File: src/rtl/muldiv_pkg.sv
// Shared definitions for the iterative multiply/divide unit.
// Holds the op codes, the FSM state encodings and the divide-by-zero quotient.
package muldiv_pkg;

  typedef enum logic [1:0] {
    OP_MULT  = 2'b00,
    OP_MULTU = 2'b01,
    OP_DIV   = 2'b10,
    OP_DIVU  = 2'b11
  } op_e;

  typedef enum logic [1:0] {
    S_IDLE = 2'b00,
    S_CALC = 2'b01,
    S_FIX  = 2'b10
  } state_e;

  localparam logic [31:0] DIV0_QUOT = 32'hFFFF_FFFF;

  // op[1] selects divide, op[0] selects unsigned
  function automatic logic op_is_div(input logic [1:0] o);
    return o[1];
  endfunction

  function automatic logic op_is_signed(input logic [1:0] o);
    return ~o[0];
  endfunction

endpackage

File: src/rtl/muldiv_step.sv
// One iteration of the multiply/divide datapath (purely combinational).
// Multiply: acc = {partial_high, remaining_multiplier}; conditional add then shift right.
// Divide:   acc = {remainder, dividend/quotient}; restoring shift-subtract,
//           the new quotient bit lands in acc_next[0].
module muldiv_step #(
  parameter int WIDTH = 32
) (
  input  logic                 is_div,
  input  logic [2*WIDTH-1:0]   acc,
  input  logic [WIDTH-1:0]     operand,
  output logic [2*WIDTH-1:0]   acc_next
);

  logic [WIDTH:0] sum;
  logic [WIDTH:0] rem_sh;
  logic [WIDTH:0] diff;

  // compute the next accumulator for the selected operation
  always_comb begin
    sum      = '0;
    rem_sh   = '0;
    diff     = '0;
    acc_next = acc;
    if (!is_div) begin
      sum      = {1'b0, acc[2*WIDTH-1:WIDTH]} + (acc[0] ? {1'b0, operand} : '0);
      acc_next = {sum, acc[WIDTH-1:1]};
    end else begin
      rem_sh = {acc[2*WIDTH-1:WIDTH], acc[WIDTH-1]};
      diff   = rem_sh - {1'b0, operand};
      if (!diff[WIDTH]) begin
        acc_next = {diff[WIDTH-1:0], acc[WIDTH-2:0], 1'b1};
      end else begin
        acc_next = {rem_sh[WIDTH-1:0], acc[WIDTH-2:0], 1'b0};
      end
    end
  end

endmodule

File: src/rtl/muldiv_unit.sv
// Iterative MULT/MULTU/DIV/DIVU unit with HI/LO registers for the execute stage.
// Signed ops run on magnitudes; signs are reapplied in FIX.
// Optional macro MULDIV_FAST_MUL_EN: multiplies finish in one CALC cycle
// using a single full-width multiply (latency 2); divides are unchanged.
//
// state  | meaning
// S_IDLE | waiting for start; mthi/mtlo writes accepted
// S_CALC | one multiply/divide iteration per clock
// S_FIX  | sign correction, HI/LO update, done pulse follows
module muldiv_unit
  import muldiv_pkg::*;
#(
  parameter int WIDTH = 32,
  parameter int ITER  = 32
) (
  input  logic             clk,
  input  logic             rst,
  input  logic             start,
  input  logic [1:0]       op,
  input  logic [WIDTH-1:0] a,
  input  logic [WIDTH-1:0] b,
  input  logic             hi_we,
  input  logic             lo_we,
  input  logic [WIDTH-1:0] wdata,
  output logic             busy,
  output logic             done,
  output logic [WIDTH-1:0] hi,
  output logic [WIDTH-1:0] lo
);

  localparam int CW = $clog2(ITER);
  localparam logic [CW-1:0] CNT_LAST = CW'(ITER - 1);

  state_e               state, state_next;
  logic                 div_r;
  logic                 neg_res, neg_rem, div0;
  logic [CW-1:0]        cnt;
  logic [2*WIDTH-1:0]   acc, acc_step;
  logic [WIDTH-1:0]     operand;
  logic                 sgn;
  logic [WIDTH-1:0]     a_abs, b_abs;
  logic [WIDTH-1:0]     rem, quo;

  assign sgn   = op_is_signed(op);
  assign a_abs = (sgn && a[WIDTH-1]) ? -a : a;
  assign b_abs = (sgn && b[WIDTH-1]) ? -b : b;
  assign rem   = acc[2*WIDTH-1:WIDTH];
  assign quo   = acc[WIDTH-1:0];
  assign busy  = (state != S_IDLE);

  muldiv_step #(.WIDTH(WIDTH)) u_step (
    .is_div   (div_r),
    .acc      (acc),
    .operand  (operand),
    .acc_next (acc_step)
  );

  // state register
  always_ff @(posedge clk) begin
    if (rst) state <= S_IDLE;
    else     state <= state_next;
  end

  // next-state decode
  always_comb begin
    state_next = state;
    case (state)
      S_IDLE: if (start) state_next = S_CALC;
      S_CALC: begin
`ifdef MULDIV_FAST_MUL_EN
        if (!div_r || cnt == CNT_LAST) state_next = S_FIX;
`else
        if (cnt == CNT_LAST) state_next = S_FIX;
`endif
      end
      S_FIX:   state_next = S_IDLE;
      default: state_next = S_IDLE;
    endcase
  end

  // operand capture, iteration, sign fix and HI/LO update
  always_ff @(posedge clk) begin
    if (rst) begin
      hi      <= '0;
      lo      <= '0;
      done    <= 1'b0;
      acc     <= '0;
      operand <= '0;
      cnt     <= '0;
      div_r   <= 1'b0;
      neg_res <= 1'b0;
      neg_rem <= 1'b0;
      div0    <= 1'b0;
    end else begin
      done <= 1'b0;
      case (state)
        S_IDLE: begin
          if (start) begin
            div_r   <= op_is_div(op);
            cnt     <= '0;
            neg_res <= sgn & (a[WIDTH-1] ^ b[WIDTH-1]);
            neg_rem <= sgn & a[WIDTH-1];
            div0    <= op_is_div(op) && (b == '0);
            if (op_is_div(op)) begin
              acc     <= {{WIDTH{1'b0}}, a_abs};
              operand <= b_abs;
            end else begin
              acc     <= {{WIDTH{1'b0}}, b_abs};
              operand <= a_abs;
            end
          end else begin
            if (hi_we) hi <= wdata;
            if (lo_we) lo <= wdata;
          end
        end
        S_CALC: begin
          cnt <= cnt + 1'b1;
`ifdef MULDIV_FAST_MUL_EN
          if (!div_r) acc <= {{WIDTH{1'b0}}, operand} * {{WIDTH{1'b0}}, acc[WIDTH-1:0]};
          else
`endif
          acc <= acc_step;
        end
        S_FIX: begin
          done <= 1'b1;
          if (div_r) begin
            // a zero divisor leaves the dividend magnitude in rem; its sign fix restores a
            hi <= neg_rem ? -rem : rem;
            lo <= div0 ? WIDTH'(DIV0_QUOT) : (neg_res ? -quo : quo);
          end else begin
            {hi, lo} <= neg_res ? -acc : acc;
          end
        end
        default: ;
      endcase
    end
  end

endmodule

File: config.mk
export PLATFORM = sky130hd
export DESIGN_NAME = muldiv_unit
export DESIGN_NICKNAME = d
export VERILOG_FILES = /design/src/rtl/muldiv_pkg.sv /design/src/rtl/muldiv_step.sv /design/src/rtl/muldiv_unit.sv
export SDC_FILE = /design/constraint.sdc
export NUM_CORES = 1
export LEC_CHECK = 0
export CAP_MARGIN = 20
export CORE_MARGIN = 5
export CORE_UTILIZATION = 62
export DETAILED_ROUTE_END_ITERATION = 16
export HOLD_SLACK_MARGIN = 0.05
export PLACE_DENSITY_LB_ADDON = 0.05
export SYNTH_ARGS = -nofsm -noshare
export SYNTH_HDL_FRONTEND = slang
export SYNTH_SLANG_ARGS = --single-unit
File: constraint.sdc
create_clock -name clk -period 7.7 [get_ports clk]
set_input_delay 0.77 -clock clk [delete_from_list [all_inputs] [get_ports clk]]
set_output_delay 0.77 -clock clk [all_outputs]
set_load 0.02 [all_outputs]
After elaboration in Yosys (flattened, before gate mapping)
Index checks and enable logic that the tools add are counted.
W data, S select, Z words.
{"block": "classes", "add_sub_neg": 8, "n_eq_ne": 8, "muxes": 27, "bitwise": 4, "n_reduce_logical": 13}
{"operator": "$mux W32", "count": 14}
{"operator": "$mux W64", "count": 4}
{"operator": "$neg A32 Y32", "count": 4}
{"operator": "$pmux W32 S2", "count": 2}
{"operator": "$pmux W64 S2", "count": 1}
{"operator": "$neg A64 Y64", "count": 1}
{"operator": "$add A32 B33 Y33", "count": 1}
{"operator": "$sub A33 B32 Y33", "count": 1}
{"operator": "$logic_not A32 Y1", "count": 1}
{"operator": "$ne A2 B2 Y1 const B", "count": 5}
{"operator": "$pmux W5 S2", "count": 1}
{"operator": "$reduce_and A2 Y1", "count": 3}
{"operator": "$reduce_and A3 Y1", "count": 2}
{"operator": "$reduce_bool A2 Y1", "count": 3}
{"operator": "$add A5 B1 Y5 const B", "count": 1}
{"operator": "$eq A5 B5 Y1 const B", "count": 1}
{"operator": "$mux W5", "count": 1}
{"operator": "$mux W2", "count": 2}
{"operator": "$pmux W2 S2", "count": 1}
{"operator": "$logic_and A1 B1 Y1", "count": 3}
{"operator": "$and A1 B1 Y1", "count": 2}
{"operator": "$eq A2 B1 Y1 const B", "count": 1}
{"operator": "$eq A2 B2 Y1 const B", "count": 1}
{"operator": "$logic_not A2 Y1", "count": 1}
{"operator": "other kinds (3)", "count": 3}
{"block": "word_totals", "out_inout_bits": 66, "regBits": 172}

Depth between registers and ports, before layout
{"block": "depth", "word_depth": 6, "ltp_mapped": 16, "ltp_nobuf": 14}

Cells and area by module
Synthesis repeated with hierarchy kept, for this count alone.
{"block": "unflattened", "hier_cells": 2023, "hier_area_um2": 15284.7}
{"module": "muldiv_unit", "area_each_um2": 10759.1, "instances": 1, "cells_per_inst": 1371}
{"module": "muldiv_step", "area_each_um2": 4525.6, "instances": 1, "cells_per_inst": 652}

Worst setup path after synthesis
OpenSTA, ideal clock, no wires.
{"block": "synth_path", "path_kind": "flip-flop to flip-flop", "from": "register acc[31]", "to": "register acc[42]", "t_arrival_ns": 3.459, "setup_ns": 0.129, "path_stages_with_launch": 16, "path_slack_ns": 4.112, "synth_period_minus_slack_ns": 3.588, "required_time_ns": 7.571, "cell_sequence": "dfxtp_1 -> clkbuf_1 -> inv_1 -> ha_1 -> fa_1 -> nor2b_1 -> o31a_1 -> o31ai_1 -> o21ai_0 -> a2111o_1 -> nand2_1 -> xnor2_1 -> clkbuf_1 -> clkbuf_1 -> mux2i_1 -> o21ai_0"}
{"block": "synth_via", "elab_chain_cells": 4}
{"item": "start: declaration", "line": "muldiv_unit.sv:38", "rtl": "logic [2*WIDTH-1:0] acc, acc_step;"}
{"item": "start signal: assignment", "line": "muldiv_unit.sv:105", "rtl": "acc <= {{WIDTH{1'b0}}, a_abs};"}
{"item": "start signal: assignment", "line": "muldiv_unit.sv:108", "rtl": "acc <= {{WIDTH{1'b0}}, b_abs};"}
{"item": "start signal: assignment", "line": "muldiv_unit.sv:122", "rtl": "acc <= acc_step;"}
{"item": "$sub A33 B32 Y33", "line": "muldiv_step.sv:29", "rtl": "diff = rem_sh - {1'b0, operand};"}
{"item": "$mux W64", "line": "muldiv_step.sv:30", "rtl": "if (!diff[WIDTH]) begin"}
{"item": "$mux W64", "line": "muldiv_step.sv:24", "rtl": "if (!is_div) begin"}
{"item": "$pmux W64 S2", "line": "muldiv_unit.sv:96", "rtl": "case (state)"}
Every way passes these cells.
A chain may end at the register's enable or synchronous reset.

Worst setup path in the final report
{"block": "layout_path", "from": "register acc[0]", "to": "register hi[8]"}
{"block": "layout_via", "elab_chain_cells": 4}
{"item": "$neg A64 Y64", "line": "muldiv_unit.sv:131", "rtl": "{hi, lo} <= neg_res ? -acc : acc;"}
{"item": "$mux W64", "line": "muldiv_unit.sv:131"}
{"item": "$mux W32", "line": "muldiv_unit.sv:126", "rtl": "if (div_r) begin"}
{"item": "$pmux W32 S2", "line": "muldiv_unit.sv:96"}
{"item": "end signal: assignment", "line": "muldiv_unit.sv:112", "rtl": "if (hi_we) hi <= wdata;"}
{"item": "end signal: assignment", "line": "muldiv_unit.sv:128", "rtl": "hi <= neg_rem ? -rem : rem;"}
{"item": "end signal: assignment", "line": "muldiv_unit.sv:131"}
{"item": "end: declaration", "line": "muldiv_unit.sv:27", "rtl": "output logic [WIDTH-1:0] hi,"}
Every way passes these cells.

==> flow_summary.yaml <==
clock_network:
  cts.sinks: 172
  clockRootBuffer: "clkbuf_16"
  cts_buffer_depth: 2
  clkTransAtPathRegs_ps: 90
  cts_hold_buffers: 0
  cts_buffers: 17
  post_cts_buffers: 0
  cts_tree: "done"
  worstSkewPairLatency_ps: 450
  cts_resized: 0
  htree_levels: 4
setup_path:
  crit_start: "acc[0]"
  start_kind: "flip-flop"
  crit_fanout: 31
  critPathKind: "flip-flop to flip-flop"
  rr_startpoint: "acc[0]"
  crit_family: "simple AND/OR/NAND/NOR gates"
  cp_data_arrival_time_ps: 5080
  path_buf_inv: 1
  crit_path_cell_trace: "inv_1 -> ha_1 -> nor2b_1 -> or4b_1 -> or3_1 -> or4_1 -> o21ai_1 -> o21ai_0 -> xor2_1 -> nor2_1 -> a211oi_1"
  max_stage_delay_ps: 860
  cp_slowest_cell: "inv_1"
  required_ps: 8060
  end_kind: "flip-flop"
timing:
  maxSlewViolCount: 0
  finalSetupViolCount: 0
  min_period_ps: 4720
  maxSlewHeadroom_pct: 27.25
  finalCritPeriodShare_pct: 61.30
  clock_skew_ps: 20.34
  finalHoldViolCount: 0
  fin_tns_setup_ps: 0
  worst_slew_pin_slew_ps: 1086
  fmax_ghz: 0.2119
  rsz0062_at_grt: "false"
  hold_slack_ps: 454.2
final_layout:
  area_delta_synth_final_pct: 16.33
  final_area_um2: 16700
  layoutNonFillerInstCount: 2298
  finalNetCount: 2174
  layout_common_cells: "nand2_1, a21oi_1, nor2_1"
  drive_gt1_share_pct: 4.324
  utilization_pct: 73.55
  final_common_cell: "nand2_1"
drt:
  num_vias: 15310
  wirelength_mm: 50.36
  wl_met2_mm: 22.04
  drt-pass1-iter-count: 9
  viasPerCell: 6.664
  wl_per_cell_um: 21.91
  remaining_drc_errors: 0
  top_layer_used: "met4"
  wl_met3_mm: 5.334
  drt_iter0_drc: 1785
  drt-met1-wl_mm: 20.52
  postRouteAntennaNets: 0
floorplan:
  pin_count: 169
  dieArea_um2: 26300
  die_w_um: 162.2
  die_h_um: 162.2
  coreArea_um2: 22710
  start_util_pct: 63.23
  rows: 55
place:
  io_buffer_count: 168
  gp_congestion: 1.025
  place_area_um2: 16050
  dpl.cell_count: 2264
  hpwl_mm: 38.12
power:
  p_clk_share_pct: 33.7
  p_per_area_nw_per_um2: 162.9
  internal-power_w: 0.001717
  power_frac_seq_pct: 37.2
  ir_worst_vdd_mv: 0.1383
  switching_share_pct: 36.91
  p_comb_share_pct: 29.1
  p_sw_w: 0.001005
  p_leak_nw: 6.363
yosys:
  synth-async-reset-ratio_pct: 0
  avgSynthCellArea_um2: 7.467
  synth_edf_count: 0
  synth_cell_types: 73
  ys_warn_count: 0
  syn_inst: 1923
  yosys_register_bits: 172
  synthesis.area_um2: 14360
  ys_seq_area_share_pct: 23.98
  synth_flop_cell: "dfxtp_1"
  syn_nets: 2098
outcome:
  status: "completed"
worst_hold_path:
  min-delay-path-class: "flip-flop to flip-flop"
  worstHoldStart: "operand[18]"
grt:
  grt_pass1_vias: 14020
  grt_max_degree: 86
  grt_use_total_pct: 36.99
  grt_overflow: 0
  antenna_found_initial: 1
  grt_pass1_wl_mm: 77.74
flow_run:
  cap_violations: 0
## worst reg2reg max path, delay by kind of cell, from the launching register on
family / cells / cell delay, ps
buffers and inverters: 1 / 860
adders and majority gates: 1 / 360
AOI/OAI and AO/OA: 3 / 930
and+or+nand+nor: 5 / 1700
xor gates and xnor gates: 1 / 300
DFF: 1 / 490
## worst paths after layout
check / slack [ps] / endpoint / depth (start not counted)
max: 2980 / hi[8] / 11
max reg2reg: 2980 / hi[8] / 11
min: 450 / operand[18] / 2
min reg2reg: 450 / operand[18] / 2
## cells in the mapped netlist, drive strengths merged, types with 59 or more instances
cell,number,area share (%)
a21oi,197,6.9
nor2,189,4.9
inv,59,1.5
dfxtp,172,24
a211oi,97,5.1
mux2i,83,5.8
nand2,201,5.3
xnor2,99,6.0
ha,70,6.1
o21ai,105,3.7
xor2,71,4.3
clkbuf,106,2.8
## metrics by stage
step | setup WS [ps] | total power (W)
4_1_cts | 3077 | 0.002697
2_1_floorplan | 4112 | 0.001525
3_3_place_gp | 3156 | 0.001783
5_1_grt | 2743 | 0.002824
6_report | 2980 | 0.002722
3_5_place_dp | 3051 | 0.001797
## power groups by stage
| stage | combinational [W] | sequential, W | clock (W) |
|---|---|---|---|
| detailed placement | 0.000767 | 0.00103 | 0 |
| floorplan | 0.000512 | 0.00101 | 0 |
| CTS | 0.000772 | 0.00101 | 0.000915 |
| finish | 0.000792 | 0.00101 | 0.000916 |
| global route | 0.000854 | 0.00102 | 0.000952 |
| global placement | 0.000756 | 0.00103 | 0 |
## sequential cells by signal, summed over array words and instances (netlist names)
register	cells
neg_res	1
div0	1
lo	32
neg_rem	1
acc	64
div_r	1
hi	32
state	2
done	1
operand	32
cnt	5
## metal layers
metal	track usage (%)	up-vias
met5	0	-
met4	18.19	0
met3	7.333	151
met2	57.25	858
met1	49.35	7136
li1	-	7169
## area by class of cell
cell class,count,area [um2]
Multi-Input combinational cell,1563,10230
Fill cell,1829,6006
Sequential cell,172,3445
Timing Repair Buffer,184,1807
Clock buffer,17,425.4
Tap cell,285,356.6
Inverter,61,229.0
Clock inverter,15,203.9
Antenna cell,1,2.502
## cell families after synthesis
kind of cell / Yosys count / share of synthesized area, %
compound gates: 636 / 28.73
simple gates: 596 / 19.29
buf+inv: 188 / 4.993
flops: 172 / 23.98
xor+xnor: 170 / 10.37
mux: 89 / 6.257
fa+ha+maj: 72 / 6.379
(Power assumes the default switching activity.)
